[src/rtl/core_ctrl_pkg.sv]
// core_ctrl_pkg
// Shared definitions for the RV32I multi-cycle control path: sequencer
// states, RV32I major opcodes, opcode classes and the pc_sel / wb_sel
// mux codes. The immediate generator imports the same opcode constants,
// so an opcode only ever has to be edited here.
package core_ctrl_pkg;

  // Sequencer states. The encoding is visible on state_o, so keep it fixed.
  typedef enum logic [2:0] {
    ST_FETCH  = 3'd0,
    ST_DECODE = 3'd1,
    ST_EXEC   = 3'd2,
    ST_MEM    = 3'd3,
    ST_WB     = 3'd4,
    ST_TRAP   = 3'd7
  } state_e;

  // RV32I major opcodes (instr[6:0])
  localparam logic [6:0] OPC_OPIMM  = 7'b0010011;
  localparam logic [6:0] OPC_OP     = 7'b0110011;
  localparam logic [6:0] OPC_LOAD   = 7'b0000011;
  localparam logic [6:0] OPC_STORE  = 7'b0100011;
  localparam logic [6:0] OPC_BRANCH = 7'b1100011;
  localparam logic [6:0] OPC_JAL    = 7'b1101111;
  localparam logic [6:0] OPC_JALR   = 7'b1100111;
  localparam logic [6:0] OPC_LUI    = 7'b0110111;
  localparam logic [6:0] OPC_AUIPC  = 7'b0010111;

  // Compact opcode class latched in DECODE. Zero is the reset value.
  typedef enum logic [3:0] {
    CLS_OPIMM  = 4'd0,
    CLS_OP     = 4'd1,
    CLS_LOAD   = 4'd2,
    CLS_STORE  = 4'd3,
    CLS_BRANCH = 4'd4,
    CLS_JAL    = 4'd5,
    CLS_JALR   = 4'd6,
    CLS_LUI    = 4'd7,
    CLS_AUIPC  = 4'd8
  } opclass_e;

  // pc_sel codes
  localparam logic [1:0] PC_PLUS4 = 2'd0;
  localparam logic [1:0] PC_BR    = 2'd1;
  localparam logic [1:0] PC_JALR  = 2'd2;

  // wb_sel codes
  localparam logic [1:0] WB_ALU = 2'd0;
  localparam logic [1:0] WB_MEM = 2'd1;
  localparam logic [1:0] WB_PC4 = 2'd2;
  localparam logic [1:0] WB_IMM = 2'd3;

  typedef struct packed {
    logic     valid;
    opclass_e cls;
  } opc_dec_t;

  // Maps a major opcode to its class; valid=0 flags an unsupported opcode.
  function automatic opc_dec_t decode_opcode(input logic [6:0] opc);
    opc_dec_t d;
    d.valid = 1'b1;
    d.cls   = CLS_OPIMM;
    case (opc)
      OPC_OPIMM:  d.cls = CLS_OPIMM;
      OPC_OP:     d.cls = CLS_OP;
      OPC_LOAD:   d.cls = CLS_LOAD;
      OPC_STORE:  d.cls = CLS_STORE;
      OPC_BRANCH: d.cls = CLS_BRANCH;
      OPC_JAL:    d.cls = CLS_JAL;
      OPC_JALR:   d.cls = CLS_JALR;
      OPC_LUI:    d.cls = CLS_LUI;
      OPC_AUIPC:  d.cls = CLS_AUIPC;
      default:    d.valid = 1'b0;
    endcase
    return d;
  endfunction

  // Only register-register ALU ops and branch compares use rs2 as operand B.
  function automatic logic uses_imm(input opclass_e c);
    return !(c == CLS_OP || c == CLS_BRANCH);
  endfunction

endpackage

[src/rtl/ctrl_perf_cnt.sv]
// ctrl_perf_cnt
// Free-running performance counter used for the cycle and instret counts.
//   clk   in   core clock
//   rst   in   synchronous active-high clear
//   en    in   count this cycle
//   count out  W-bit counter value
// SAT=1 makes the counter stick at all-ones; SAT=0 lets it wrap to zero.
module ctrl_perf_cnt #(
  parameter int W   = 32,
  parameter bit SAT = 1'b0
) (
  input  logic         clk,
  input  logic         rst,
  input  logic         en,
  output logic [W-1:0] count
);

  logic [W-1:0] count_q;
  logic [W-1:0] count_d;

  // Next count: hold when idle or pinned at all-ones in saturating mode;
  // otherwise add one and let the natural W-bit overflow wrap to zero.
  always_comb begin
    count_d = count_q;
    if (en) begin
      if (SAT && (&count_q)) begin
        count_d = count_q;
      end else begin
        count_d = count_q + W'(1);
      end
    end
  end

  // Counter register; reset clears it regardless of en.
  always_ff @(posedge clk) begin
    if (rst) begin
      count_q <= '0;
    end else begin
      count_q <= count_d;
    end
  end

  assign count = count_q;

endmodule

[src/rtl/multicycle_ctrl.sv]
// multicycle_ctrl
// Multi-cycle RV32I sequencer: FETCH -> DECODE -> EXEC -> (MEM) -> (WB).
//   clk, rst             clock, synchronous active-high reset
//   instr                instruction register contents (valid from DECODE)
//   mem_ready            memory finishes the current request this cycle
//   br_taken             branch compare result, valid in EXEC
//   mem_req, mem_we      memory request / data write strobe
//   ir_we, pc_we         instruction register and PC write enables
//   pc_sel, wb_sel       PC source and writeback source selects
//   alu_src_imm, reg_we  ALU operand B select, register-file write
//   retire               one-cycle pulse per completed instruction
//   illegal              sticky unsupported-opcode flag
//   state_o              current state encoding
//   cycle_cnt            cycles since reset
//   instret_cnt          instructions retired since reset
module multicycle_ctrl
  import core_ctrl_pkg::*;
#(
  parameter int CNT_W   = 32,
  parameter bit SAT_CNT = 1'b0
) (
  input  logic             clk,
  input  logic             rst,
  input  logic [31:0]      instr,
  input  logic             mem_ready,
  input  logic             br_taken,
  output logic             mem_req,
  output logic             mem_we,
  output logic             ir_we,
  output logic             pc_we,
  output logic [1:0]       pc_sel,
  output logic             alu_src_imm,
  output logic             reg_we,
  output logic [1:0]       wb_sel,
  output logic             retire,
  output logic             illegal,
  output logic [2:0]       state_o,
  output logic [CNT_W-1:0] cycle_cnt,
  output logic [CNT_W-1:0] instret_cnt
);

  state_e   state_q, state_d;
  opclass_e cls_q, cls_d;
  logic     illegal_q, illegal_d;
  opc_dec_t dec;

  logic mem_req_c, mem_we_c, ir_we_c, pc_we_c, reg_we_c, retire_c;

  // Only the major opcode steers the sequencer; the rest is for the datapath.
  logic unused_instr_bits;
  assign unused_instr_bits = ^instr[31:7];

  assign dec = decode_opcode(instr[6:0]);

  // Next-state and output decode. Strobes depend only on the current state,
  // the latched opcode class and the handshake inputs, so they are valid
  // early in the cycle. Selects are don't-care while their strobe is low.
  always_comb begin
    state_d     = state_q;
    cls_d       = cls_q;
    illegal_d   = illegal_q;
    mem_req_c   = 1'b0;
    mem_we_c    = 1'b0;
    ir_we_c     = 1'b0;
    pc_we_c     = 1'b0;
    reg_we_c    = 1'b0;
    retire_c    = 1'b0;
    pc_sel      = PC_PLUS4;
    wb_sel      = WB_ALU;
    alu_src_imm = 1'b0;

    case (state_q)
      ST_FETCH: begin
        mem_req_c = 1'b1;
        if (mem_ready) begin
          ir_we_c = 1'b1;
          state_d = ST_DECODE;
        end
      end

      ST_DECODE: begin
        if (dec.valid) begin
          cls_d   = dec.cls;
          state_d = ST_EXEC;
        end else begin
          illegal_d = 1'b1;
          state_d   = ST_TRAP;
        end
      end

      ST_EXEC: begin
        alu_src_imm = uses_imm(cls_q);
        if (cls_q == CLS_BRANCH) begin
          pc_we_c  = 1'b1;
          retire_c = 1'b1;
          pc_sel   = br_taken ? PC_BR : PC_PLUS4;
          state_d  = ST_FETCH;
        end else if (cls_q == CLS_LOAD || cls_q == CLS_STORE) begin
          state_d = ST_MEM;
        end else begin
          state_d = ST_WB;
        end
      end

      // The ALU keeps producing the effective address while memory stalls.
      ST_MEM: begin
        alu_src_imm = uses_imm(cls_q);
        mem_req_c   = 1'b1;
        mem_we_c    = (cls_q == CLS_STORE);
        if (mem_ready) begin
          if (cls_q == CLS_STORE) begin
            pc_we_c  = 1'b1;
            retire_c = 1'b1;
            pc_sel   = PC_PLUS4;
            state_d  = ST_FETCH;
          end else begin
            state_d = ST_WB;
          end
        end
      end

      ST_WB: begin
        alu_src_imm = uses_imm(cls_q);
        reg_we_c    = 1'b1;
        pc_we_c     = 1'b1;
        retire_c    = 1'b1;
        state_d     = ST_FETCH;
        case (cls_q)
          CLS_LOAD: wb_sel = WB_MEM;
          CLS_JAL:  wb_sel = WB_PC4;
          CLS_JALR: wb_sel = WB_PC4;
          CLS_LUI:  wb_sel = WB_IMM;
          default:  wb_sel = WB_ALU;
        endcase
        case (cls_q)
          CLS_JAL:  pc_sel = PC_BR;
          CLS_JALR: pc_sel = PC_JALR;
          default:  pc_sel = PC_PLUS4;
        endcase
      end

      // Parked until reset; nothing is requested or written.
      ST_TRAP: begin
        state_d = ST_TRAP;
      end

      default: begin
        state_d = ST_FETCH;
      end
    endcase
  end

  // State, class and sticky illegal flag. Reset aborts any access in flight.
  always_ff @(posedge clk) begin
    if (rst) begin
      state_q   <= ST_FETCH;
      cls_q     <= CLS_OPIMM;
      illegal_q <= 1'b0;
    end else begin
      state_q   <= state_d;
      cls_q     <= cls_d;
      illegal_q <= illegal_d;
    end
  end

  // A reset cycle must never leak a request or a write to the datapath.
  assign mem_req = mem_req_c & ~rst;
  assign mem_we  = mem_we_c  & ~rst;
  assign ir_we   = ir_we_c   & ~rst;
  assign pc_we   = pc_we_c   & ~rst;
  assign reg_we  = reg_we_c  & ~rst;
  assign retire  = retire_c  & ~rst;
  assign illegal = illegal_q;
  assign state_o = state_q;

  ctrl_perf_cnt #(.W(CNT_W), .SAT(SAT_CNT)) u_cycle_cnt (
    .clk   (clk),
    .rst   (rst),
    .en    (1'b1),
    .count (cycle_cnt)
  );

  ctrl_perf_cnt #(.W(CNT_W), .SAT(SAT_CNT)) u_instret_cnt (
    .clk   (clk),
    .rst   (rst),
    .en    (retire),
    .count (instret_cnt)
  );

endmodule

[config.mk]
export PLATFORM = sky130hd
export DESIGN_NAME = multicycle_ctrl
export DESIGN_NICKNAME = d
export VERILOG_FILES = /design/src/rtl/core_ctrl_pkg.sv /design/src/rtl/ctrl_perf_cnt.sv /design/src/rtl/multicycle_ctrl.sv
export SDC_FILE = /design/constraint.sdc
export NUM_CORES = 1
export LEC_CHECK = 0
export CAP_MARGIN = 20
export CORE_ASPECT_RATIO = 0.9
export CORE_MARGIN = 4
export CORE_UTILIZATION = 29
export CTS_BUF_LIST = sky130_fd_sc_hd__clkbuf_8
export CTS_CLUSTER_SIZE = 30
export DETAILED_ROUTE_END_ITERATION = 8
export MAX_ROUTING_LAYER = met4
export SLEW_MARGIN = 20
export SYNTH_ARGS = -nofsm -noshare
export SYNTH_HDL_FRONTEND = slang
export SYNTH_SLANG_ARGS = --single-unit
[constraint.sdc]
create_clock -name clk -period 1.7 [get_ports clk]
set_clock_uncertainty 0.05 [all_clocks]
set_input_delay 0.34 -clock clk [delete_from_list [all_inputs] [get_ports clk]]
set_output_delay 0.34 -clock clk [all_outputs]
set_load 0.02 [all_outputs]
==> impl_metrics.toml, run 1 <==
[status]
status = "complete, but fails checks"
failed_checks = "setup timing"

[min_path]
hold_start = "illegal"
min_path_type = "register to register"
min_path_cells = 2
min_to = "illegal"

[setup_path]
cp_data_arrival_time_ns = 2.24
critPathTopFamily = "simple AND/OR/NAND/NOR gates"
crit_type = "register to register"
max_stage_delay_ns = 0.42
path_cells = "buf_12 > nor4b_4 > a31o_4 > buf_6 > o21ai_4 > buf_12 > or4_4 > a21oi_2"
r2r_cells = 8
r2r_slack_ns = -0.29
cp_max_fo = 7
cp-end-kind = "register"
cp_common_cell = "buf_12"
cpMaxStageDelayCell = "or4_4"
reg2reg_to = "u_instret_cnt.count[15]"
rr_startpoint = "state_o[0]"
crit_path_start = "state_o[0]"
startpoint_type = "register"
cp.depth = 8
crit_required_ns = 1.95
cp.buffers_inverters = 3

[clock_tree]
cts_buffer_depth = 2
cts_root_buf = "clkbuf_8"
htreeDepth = 3
clock_sinks = 72
clk_pin_slew_ns = 0.08
hold_buffers = 0
clk_latency_ns = 0.36
numCtsBuffers = 9
cts_tree = "done"

[run]
max-cap-violations = 0

[sta]
rsz0062_at_grt = "true"
hold-worst-slack_ns = 0.403
worstMarginPinSlew_ns = 0.498
period_share = 1.17
setup_viol = 39
max_freq_ghz = 0.502
slew-limit-headroom = 0.668
final.min_clock_period_ns = 1.99
worst_slack_ns = -0.290
slew_violations = 0
hold_viol_final = 0

[synth]
yosysMostFrequentCell = "dfxtp_1"
async_flop_share = 0
ys_ff_latch = 72
synth_ff_type = "dfxtp_1"
post_synth.cell_area_avg_um2 = 8.53
synth_top_cells_by_count = "dfxtp_1, nor2_1, xor2_1"
yosys.area.top_type_share = 0.381
syn_area_um2 = 3780
synth_edf_count = 0
yosys_warnings = 0
synth.area.top_cells = "dfxtp_1, xor2_1, nor2_1, nand4_1, xnor2_1"
synth_nets = 481
yosys.area.top_type = "dfxtp_1"
synth.distinct_cells = 62
ys_seq_area_frac = 0.381
syn_inst = 443

[finish]
final_net_count = 696
area_growth_pct = 71.3
finish.instance_area_um2 = 6470
diodes = 0
drive_above_1_share = 0.397
instances_no_fill = 827

[die]
die_h_um = 116
rows = 39
ios = 115
start_util = 0.297
die-width_um = 128
core_um2 = 12700
die_area_um2 = 14900

[routing]
via_per_inst = 4.97
dr.pass1.iters = 4
routedWlPerCell_um = 14.5
drt_iter0_markers = 166
drc = 0
detail-route-antenna-nets = 0
route.vias.total = 4109
wl_um = 12000

[global_route]
antenna_found_initial = 0
grt_usage = 0.164
overflow = 0
grt_max_degree = 43
grt_pass1_vias = 4033
grt_pass1_wl_um = 19300

[pwr]
power_density_nw_per_um2 = 607
vdd_drop_max_v = 0.000403
power_w = 0.00393
p_leak_nw = 2.86

[placed_design]
dpl-instance-area_um2 = 5810
post-place-cells = 792
dpl.hpwl_um = 8700
gp_congestion = 0.864
port_buffers = 89
state kept, by name (all words and copies together) (netlist names):
name / count
cls_q: 4
state_o: 3
u_instret_cnt.count: 32
illegal: 1
u_cycle_cnt.count: 32
cells in the final DEF, fill, tap and decap left out, types with 4 or more instances in the layout:
cell / netlist / routed
a21oi_2: 0 / 8
a2111oi_4: 1 / 4
dfxtp_1: 72 / 42
buf_4: 2 / 123
xor2_1: 29 / 27
buf_6: 1 / 22
o31ai_1: 12 / 10
nand4_1: 26 / 26
a21oi_1: 20 / 12
and3_1: 9 / 9
inv_1: 12 / 14
or3_1: 5 / 4
clkdlybuf4s50_1: 0 / 5
dfxtp_2: 0 / 20
nand2_1: 26 / 23
and4_1: 6 / 5
o21ai_1: 6 / 5
a31oi_1: 4 / 4
nand3_1: 17 / 15
dfxtp_4: 0 / 10
clkbuf_8: 0 / 11
nor2_1: 63 / 61
nand2b_1: 5 / 4
dlygate4sd2_1: 0 / 67
or4_1: 11 / 9
xnor2_1: 14 / 14
report_power, final:
part           leakage, nW  switching [W]  total, W  internal (W)
Combinational         2.15       0.000384  0.000778      0.000394
Clock                0.112       0.000657   0.00140      0.000743
Sequential           0.599      0.0000425   0.00175       0.00171
Total                 2.86        0.00108   0.00393       0.00284
worst max-delay path by stage:
stage	to	slack [ns]
finish	u_instret_cnt.count[15]	-0.29
detailed placement	u_instret_cnt.count[15]	-0.59
global placement	retire	-0.56
CTS	retire	-0.30
floorplan	u_instret_cnt.count[29]	-0.21
global route	u_instret_cnt.count[15]	-0.35
repair_timing:
item,CTS,global route
setup endpoints to repair,109,67
cloned,0,1
resized for setup,182,52
buffers inserted,8,14
pin swaps,23,26
layout make-up:
type	instances	area [µm²]
clock buffers	11	151
clock inverters	5	47.5
fillers	1208	6260
inverters	13	56.3
multi-input cells	336	2570
flip-flops and latches	72	1500
well taps	164	205
repair buffers	226	1940
logic make-up after synthesis:
logic type               Yosys count  share of synthesized area
AO/OA/AOI/OAI                     79                      0.156
XOR/XNOR                          43                     0.0997
adder cells (fa/ha/maj)            2                    0.00662
buffers and inverters             35                     0.0401
flip-flops                        72                      0.381
multiplexers                       3                    0.00861
AND/OR/NAND/NOR                  209                      0.308
routing by layer:
layer | part of all wire | up-vias | track usage
li1 | - | 2056 | -
met1 | 0.46 | 1958 | 0.204
met2 | 0.49 | 84 | 0.267
met3 | 0.042 | 11 | 0.0370
met4 | 0.0097 | 0 | 0.0530
met5 | 0 | - | -
worst register-to-register path, cell delays in order (launching register included):
cell	delay (ns)
dfxtp_4	0.38
buf_12	0.13
nor4b_4	0.28
a31o_4	0.17
buf_6	0.12
o21ai_4	0.09
buf_12	0.16
or4_4	0.42
a21oi_2	0.13
per-stage QoR:
step / util / TNS (ns) / worst slack, ns
after global placement: 0.456 / -16.21 / -0.562
final: 0.508 / -6.57 / -0.290
after CTS: 0.486 / -5.88 / -0.301
after floorplan: - / -2.37 / -0.206
after detailed placement: 0.456 / -17.11 / -0.588
after global routing: 0.508 / -9.94 / -0.354
Note: power is estimated with default switching activity, not from simulation.
==> inputs of run 2 (changes only) <==
Settings changed: SYNTH_HIERARCHICAL from default to 1.
==> run 2 against run 1 <==
- the run still ends with setup timing left
- sequential power barely moved
- via count fell by 1.4%
- worst setup slack got worse by 0.30 ns
- hold slack got worse by 0.028 ns
- register-to-register slack got worse by 0.30 ns
- sequential share of layout area rose by 0.11 points
- combinational power fell by 13%
- critical path type unchanged
- largest cell class unchanged
- highest routed layer unchanged
==> impl_metrics.toml, run 2 <==
[synth]
async_flop_share = 0
synth.area.top_cells = "dfxtp_1, nor2_1, mux2_2, xor2_1, nor2b_1"
synth_top_cells_by_count = "dfxtp_1, nor2_1, nor2b_1"
yosys.area.top_type_share = 0.372
syn_inst = 461
yosys.area.top_type = "dfxtp_1"
yosysMostFrequentCell = "dfxtp_1"
ys_ff_latch = 72
synth_ff_type = "dfxtp_1"
synth_edf_count = 0
synth_nets = 499
yosys_warnings = 6
ys_seq_area_frac = 0.372
post_synth.cell_area_avg_um2 = 8.41
syn_area_um2 = 3880
synth.distinct_cells = 55

[finish]
fin_util = 0.500
final_net_count = 695
finish.instance_area_um2 = 6440
diodes = 0
fillers = 1252
drive_above_1_share = 0.403
final_cell_mix = "buf_4, dlygate4sd2_1, nor2_1, dfxtp_1, nor2b_1"
area_growth_pct = 66.2
layout_commonest_cell = "buf_4"

[routing]
via_per_inst = 4.91
routedWlPerCell_um = 14.3
dr.pass1.iters = 4
drt_iter0_markers = 178
route.vias.total = 4053
detail-route-antenna-nets = 0
wl_um = 11800
drc = 0

[global_route]
grt_max_degree = 71
antenna_found_initial = 0
grt_pass1_vias = 4043
overflow = 0
grt_usage = 0.153
grt_pass1_wl_um = 19100

[clock_tree]
cts_tree = "done"
clk_pin_slew_ns = 0.08
htreeDepth = 3
numCtsBuffers = 9
clock_sinks = 72
clk_latency_ns = 0.35
cts_buffer_depth = 2
cts_root_buf = "clkbuf_8"

[die]
ios = 115
core_um2 = 12900
die-width_um = 130
die_h_um = 118
die_area_um2 = 15300
rows = 39
start_util = 0.301

[sta]
period_share = 1.34
setup_viol = 50
rsz0062_at_grt = "true"
worst_slack_ns = -0.586
hold-worst-slack_ns = 0.375
worstMarginPinSlew_ns = 0.732
final.min_clock_period_ns = 2.29
slew-limit-headroom = 0.512
final.setup.tns_ns = -16.72
hold_viol_final = 0
slew_violations = 0
max_freq_ghz = 0.437

[placed_design]
gp_congestion = 0.834
preCtsSetupSlack_ns = -0.763
port_buffers = 89
dpl-instance-area_um2 = 5850
dpl.hpwl_um = 8440

[pwr]
p_leak_nw = 2.96
vdd_drop_max_v = 0.000330
power_density_nw_per_um2 = 566

[status]
status = "complete, but fails checks"
failed_checks = "setup timing"

[setup_path]
startpoint_type = "register"
crit_type = "register to register"
cp_data_arrival_time_ns = 2.52
crit_required_ns = 1.93
r2r_slack_ns = -0.59
cp_max_fo = 6
cp-end-kind = "register"

[run]
max-cap-violations = 0

[min_path]
min_path_type = "input pin to register"
[run 2: cell types whose count changed in the layout (fill, tap and decap cells not counted), moves of 6 or more]
cell	change
o21ai_0	+8
o31ai_1	-6
nand4_1	-6
xor2_1	-8
buf_4	-12
nor3_4	+7
nor3_2	+6
mux2_4	+15
nor2b_1	+22
dfxtp_2	-6
[run 2: worst max-delay path, cell delays in order (launching register included)]
cell	delay, ns
dfxtp_2	0.33
nor4_2	0.26
and2_4	0.18
a22oi_2	0.09
a21oi_4	0.18
and4_4	0.27
buf_4	0.13
nand3_4	0.14
buf_6	0.16
or3_1	0.31
a21oi_1	0.12
[run 2: cells by family (layout without fill, tap and decap cells)]
kind of cell / Yosys count / count (layout) / share of synthesized area
AO/OA/AOI/OAI: 55 / 55 / 0.0910
XOR/XNOR: 28 / 28 / 0.0632
adder cells (fa/ha/maj): 2 / 2 / 0.00645
buffers and inverters: 38 / 238 / 0.0445
flip-flops: 72 / 72 / 0.372
multiplexers: 26 / 26 / 0.0742
other: 1 / 1 / 0.000967
AND/OR/NAND/NOR: 239 / 240 / 0.348
[run 2: metal layers]
metal / GRT usage / vias to the layer above / part of all wire
met5: - / - / 0
met3: 0.0426 / 11 / 0.044
met1: 0.191 / 1934 / 0.46
met4: 0.0351 / 0 / 0.011
li1: - / 2034 / -
met2: 0.247 / 74 / 0.49
[run 2: repair_timing]
item | 4_1_cts | 5_1_grt
buffers inserted | 7 | 11
hold buffers | 0 | 0
resized for setup | 177 | 47
pin swaps | 17 | 18
setup endpoints to repair | 115 | 54
gates cloned | 1 | 0
[run 2: worst paths after layout]
check | from | endpoint | cells past startpoint
hold reg to reg | illegal | illegal | 2
setup reg to reg | cls_q[1] | u_instret_cnt/count[15] | 10
hold / removal | rst | cls_q[1] | 3
setup / recovery | cls_q[1] | u_instret_cnt/count[15] | 10
[run 2: cell type report]
type | count | area [µm²] | area share
Multi-Input combinational cell | 352 | 2750 | 0.427
Timing Repair Buffer | 209 | 1760 | 0.273
Sequential cell | 72 | 1500 | 0.233
Tap cell | 164 | 205 | 0.0318
Clock buffer | 11 | 151 | 0.0235
Inverter | 13 | 48.8 | 0.00757
Clock inverter | 5 | 25.0 | 0.00388
[run 2: power by group]
part	switching (W)	leakage, nW	internal (W)
logic	0.000341	2.27	0.000337
clock network	0.000636	0.0997	0.000596
registers	0.0000320	0.597	0.00171
total	0.00101	2.96	0.00264
[run 2: metrics by stage]
stage	power, W	std cells
6_report	0.00365	826
2_1_floorplan	0.00208	461
3_3_place_gp	0.00235	793
3_5_place_dp	0.00236	793
5_1_grt	0.00382	826
4_1_cts	0.00360	816
==> inputs of run 3 (changes only) <==
Settings changed: CTS_CLUSTER_SIZE 30 to 25.
==> results of run 3 <==
Final layout, timing and power as in run 2 (identical DEF).
